<file path="src/rtl/split_case_sched.sv">
// Four-channel one-byte-deep feeder for the 4-way registered case-select stage.
// Round-robin arbitration with a burst limit; dN_w snapshots change only for the granted channel.
module split_case_sched #(
  parameter int DATA_W = 8,
  parameter int BURST  = 4
) (
  input  logic                clk_w,
  input  logic                rst_n_w,
  input  logic [3:0]          in_vld_w,
  input  logic [4*DATA_W-1:0] in_data_w,
  output logic [3:0]          in_rdy_w,
  input  logic                dn_rdy_w,
  output logic [DATA_W-1:0]   d0_w,
  output logic [DATA_W-1:0]   d1_w,
  output logic [DATA_W-1:0]   d2_w,
  output logic [DATA_W-1:0]   d3_w,
  output logic [1:0]          sel_w,
  output logic                sel_vld_w
);

  localparam logic [3:0] BURST_L = 4'(BURST);

  logic [DATA_W-1:0] data_q [4];
  logic [DATA_W-1:0] dout_q [4];
  logic [3:0]        full_q;
  logic [1:0]        sel_q;
  logic              sel_vld_q;
  logic [1:0]        ptr_q, ptr_d;
  logic [3:0]        cnt_q, cnt_d, cnt_inc;
  logic [1:0]        prev_q;

  logic              gnt_vld;
  logic [1:0]        gnt_idx;
  logic [3:0]        pop;

  // Scan offsets high to low so the nearest full channel after ptr wins.
  always_comb begin
    logic [1:0] idx;
    gnt_vld = 1'b0;
    gnt_idx = ptr_q;
    for (int k = 3; k >= 0; k--) begin
      idx = ptr_q + k[1:0];
      if (full_q[idx]) begin
        gnt_vld = 1'b1;
        gnt_idx = idx;
      end
    end
    if (!dn_rdy_w) gnt_vld = 1'b0;
  end

  assign pop      = gnt_vld ? (4'b0001 << gnt_idx) : 4'b0000;
  assign in_rdy_w = ~full_q | pop;

  always_comb begin
    cnt_inc = (gnt_idx == prev_q && cnt_q != 4'd0) ? cnt_q + 4'd1 : 4'd1;
    if (cnt_inc == BURST_L) begin
      ptr_d = gnt_idx + 2'd1;
      cnt_d = 4'd0;
    end else begin
      ptr_d = gnt_idx;
      cnt_d = cnt_inc;
    end
  end

  always_ff @(posedge clk_w or negedge rst_n_w) begin
    if (!rst_n_w) begin
      full_q    <= '0;
      sel_q     <= '0;
      sel_vld_q <= 1'b0;
      ptr_q     <= '0;
      cnt_q     <= '0;
      prev_q    <= '0;
      for (int k = 0; k < 4; k++) begin
        data_q[k] <= '0;
        dout_q[k] <= '0;
      end
    end else begin
      // A pop and an accept in the same cycle keep the buffer full with the new byte.
      for (int k = 0; k < 4; k++) begin
        if (in_vld_w[k] && in_rdy_w[k]) begin
          data_q[k] <= in_data_w[k*DATA_W +: DATA_W];
          full_q[k] <= 1'b1;
        end else if (pop[k]) begin
          full_q[k] <= 1'b0;
        end
      end
      sel_vld_q <= gnt_vld;
      if (gnt_vld) begin
        dout_q[gnt_idx] <= data_q[gnt_idx];
        sel_q           <= gnt_idx;
        prev_q          <= gnt_idx;
        ptr_q           <= ptr_d;
        cnt_q           <= cnt_d;
      end
    end
  end

  assign d0_w      = dout_q[0];
  assign d1_w      = dout_q[1];
  assign d2_w      = dout_q[2];
  assign d3_w      = dout_q[3];
  assign sel_w     = sel_q;
  assign sel_vld_w = sel_vld_q;

endmodule

</file>
<file path="config.mk">
export PLATFORM = sky130hd
export DESIGN_NAME = split_case_sched
export DESIGN_NICKNAME = d
export VERILOG_FILES = /design/src/rtl/split_case_sched.sv
export SDC_FILE = /design/constraint.sdc
export NUM_CORES = 1
export LEC_CHECK = 0
export CAP_MARGIN = 20
export CORE_ASPECT_RATIO = 0.7
export CORE_MARGIN = 2
export CORE_UTILIZATION = 30
export CTS_CLUSTER_SIZE = 28
export DETAILED_ROUTE_END_ITERATION = 12
export DONT_BUFFER_PORTS = 1
export GPL_ROUTABILITY_DRIVEN = 0
export PLACE_DENSITY = 0.47
export SLEW_MARGIN = 5
export SYNTH_ARGS = -nofsm -noshare
export SYNTH_HDL_FRONTEND = slang
export SYNTH_SLANG_ARGS = --single-unit
export TNS_END_PERCENT = 50
</file>
<file path="constraint.sdc">
create_clock -name clk_w -period 3.3 [get_ports clk_w]
set_input_delay 0.66 -clock clk_w [delete_from_list [all_inputs] [get_ports clk_w]]
set_output_delay 0.66 -clock clk_w [all_outputs]
set_load 0.01 [all_outputs]
</file>
==> results.py <==
metrics = {
    "status": {
        "status": "finished clean",
    },
    "global_route": {
        "grt_pass1_wl_um": 13300,
        "grt_overflow": 0,
        "grt_pass1_vias": 2212,
        "grt_max_degree": 78,
        "grt_usage": 0.144,
        "antenna_found_initial": 1,
    },
    "floorplanning": {
        "core_sq_um": 11600,
        "die_area_sq_um": 12700,
        "row_count": 33,
        "initial_core_util": 0.305,
        "io_pins": 78,
        "dieWidth_um": 134,
        "dieHeight_um": 94.9,
    },
    "sta": {
        "slew_headroom": 0.376,
        "worst_pin_slew_ns": 0.932,
        "fin_crit_sh": 0.893,
        "hold_viol": 0,
        "fin_tns_setup_ns": 0,
        "setup_viol": 0,
        "setup_ws_ns": 0.352,
        "rsz0062_at_grt": "no",
        "final.setup_skew_ns": 0.00511,
        "slew_viol_final": 0,
        "hold_ws_ns": 0.164,
        "max_freq_mhz": 339,
        "period_minus_slack_ns": 2.95,
    },
    "clocking": {
        "htreeDepth": 3,
        "clk_latency_ns": 0.33,
        "cts_tree": "yes",
        "clk_pin_slew_ns": 0.06,
        "cts_buffers": 9,
        "clockBufferDepth": 2,
        "cts_setup_buffers": 0,
        "cts-root-buf": "clkbuf_16",
        "cts.sinks": 77,
    },
    "final_layout": {
        "multiInputGateArea_sq_um": 1540,
        "final_cell_mix": "dfrtp_1 (77), mux2_2 (57), nand2_1 (35)",
        "area_delta_synth_final_pct": 15.3,
        "layout_commonest_cell": "dfrtp_1",
        "fill_cells": 1121,
        "drive_gt1_frac": 0.344,
        "ff_latch_area_sq_um": 1930,
        "fin_nets": 329,
    },
    "synthesis": {
        "ys_types": 41,
        "ys_async_sr_fraction": 1.00,
        "syn_inst": 272,
        "synth_fp_nets": 317,
        "ys_ff_latch": 77,
        "synth-edff-count": 0,
        "syn-cell-area_sq_um": 3540,
        "yosysSeqAreaShare": 0.544,
        "yosysWarnings": 0,
        "ys.flop_type": "dfrtp_1",
        "synth_area_per_cell_sq_um": 13.0,
    },
    "drt": {
        "vias_per_cell": 4.85,
        "vias": 2162,
        "routed_wl_um": 8780,
        "drtAntennaViolNets": 0,
        "avgRoutedWirePerCell_um": 19.7,
        "drc": 0,
        "drt-initial-drc-count": 160,
        "first_pass_iters": 4,
    },
    "place": {
        "hpwl_um": 6080,
        "portBuffers": 0,
        "pre_cts_ws_ns": 0.599,
    },
    "worst_setup_path": {
        "worst_path_max_delay_cell": "dfrtp_1",
        "critPathKind": "flop to primary output",
        "cp.required_ns": 2.64,
        "critPathMaxFanout": 20,
        "critPathArrivalTime_ns": 2.29,
        "r2r_setup_slack_ns": 0.61,
        "crit_path_end_kind": "primary output",
        "startpoint_type": "flop",
        "cpPeakStageDelay_ns": 0.43,
        "crit_chain": "nor3b_2, a2111oi_4, nor2_4, inv_4, ha_1, nand2_2, nand2_1",
    },
    "flow_run": {
        "max_cap_viol_count": 0,
    },
    "power": {
        "p_total_mw": 4.88,
        "powerDensity_nw_per_um2": 1200,
        "peakVddDrop_v": 0.000416,
        "leakage_nw": 1.74,
    },
    "min_path": {
        "hold_path_class": "input pin to asynchronous set/reset pin",
    },
}
[metrics by stage]
step	instances	util	cell area [sq um]
after global routing	445	0.352	4080
after CTS	440	0.346	4020
after floorplan	272	-	3540
final	446	0.352	4090
after detailed placement	425	0.320	3720
after global placement	425	0.320	3720
[final timing paths]
| check | startpoint | endpoint | cells after the start |
|---|---|---|---|
| max in group asynchronous | rst_n_w | d2_w[4] | 1 |
| max reg2reg | full_q[1] | data_q[3] | 9 |
| min reg2reg | data_q[19] | data_q[19] | 1 |
| max | full_q[2] | in_rdy_w[0] | 7 |
| min | rst_n_w | data_q[24] | 1 |
| min in group clk_w | in_vld_w[1] | full_q[1] | 1 |
[critical path, delay by kind of cell (launching register included)]
kind                     cells  cell delay, ns
flip-flops                   1            0.43
buffers and inverters        1            0.19
AND/OR/NAND/NOR              4            0.74
AO/OA/AOI/OAI                1            0.38
adder cells (fa/ha/maj)      1            0.20
[power breakdown]
| group | switching (mW) | total, mW | internal (mW) |
|---|---|---|---|
| registers | 0.463 | 1.88 | 1.42 |
| clock network | 0.392 | 0.997 | 0.604 |
| logic | 1.09 | 2.00 | 0.915 |
[area by class of cell]
cell class                      instances  share of cell area
Sequential cell                        77               0.472
Multi-Input combinational cell        181               0.377
Clock buffer                           10              0.0585
Tap cell                              157              0.0481
Timing Repair Buffer                    8              0.0221
Clock inverter                          5              0.0147
Inverter                                7             0.00704
Antenna cell                            1            0.000613
[state kept, by name, indices dropped and copies added, names as in the netlist]
register and count:
full_q 4, prev_q 2, sel_vld_w 1, d3_w 8
d1_w 8, d2_w 8, data_q 32, d0_w 8
ptr_q 2, cnt_q 4
[Yosys cell counts (2+ instances only)]
cell	n	area share
a21oi_1	10	0.014
clkbuf_1	2	0.0021
nand2_2	6	0.011
xor2_1	2	0.0049
ha_1	6	0.021
mux2_2	57	0.18
buf_6	2	0.0064
a32oi_2	7	0.032
nor2b_1	2	0.0035
nand3_1	4	0.0057
mux2_1	8	0.025
o211ai_1	2	0.0042
dfrtp_1	77	0.54
nor2_1	6	0.0064
o22ai_1	3	0.0053
a21o_1	2	0.0042
nand2b_1	8	0.014
o21ai_0	2	0.0028
buf_2	3	0.0042
inv_1	5	0.0053
nand2_1	35	0.037
nand2_4	4	0.013
[repair_timing]
item,CTS,global route
hold buffers,0,5
gates resized for setup,0,0
endpoints found under the hold margin,0,36
[routing by layer]
layer  wire, um  vias to the layer above  GRT usage
li1           -                      998          -
met1       4000                     1091      0.179
met2       3820                       63      0.208
met3        838                       10     0.0800
met4        116                        0     0.0523
met5          0                        -          0
[cells by family after synthesis]
logic type,synth area share
and+or+nand+nor,0.109
AOI/OAI and AO/OA,0.0862
muxes,0.207
buffers and inverters,0.0208
xor gates and xnor gates,0.0120
DFF,0.544
adders and majority gates,0.0212
Note: power is estimated with default switching activity, not from simulation.
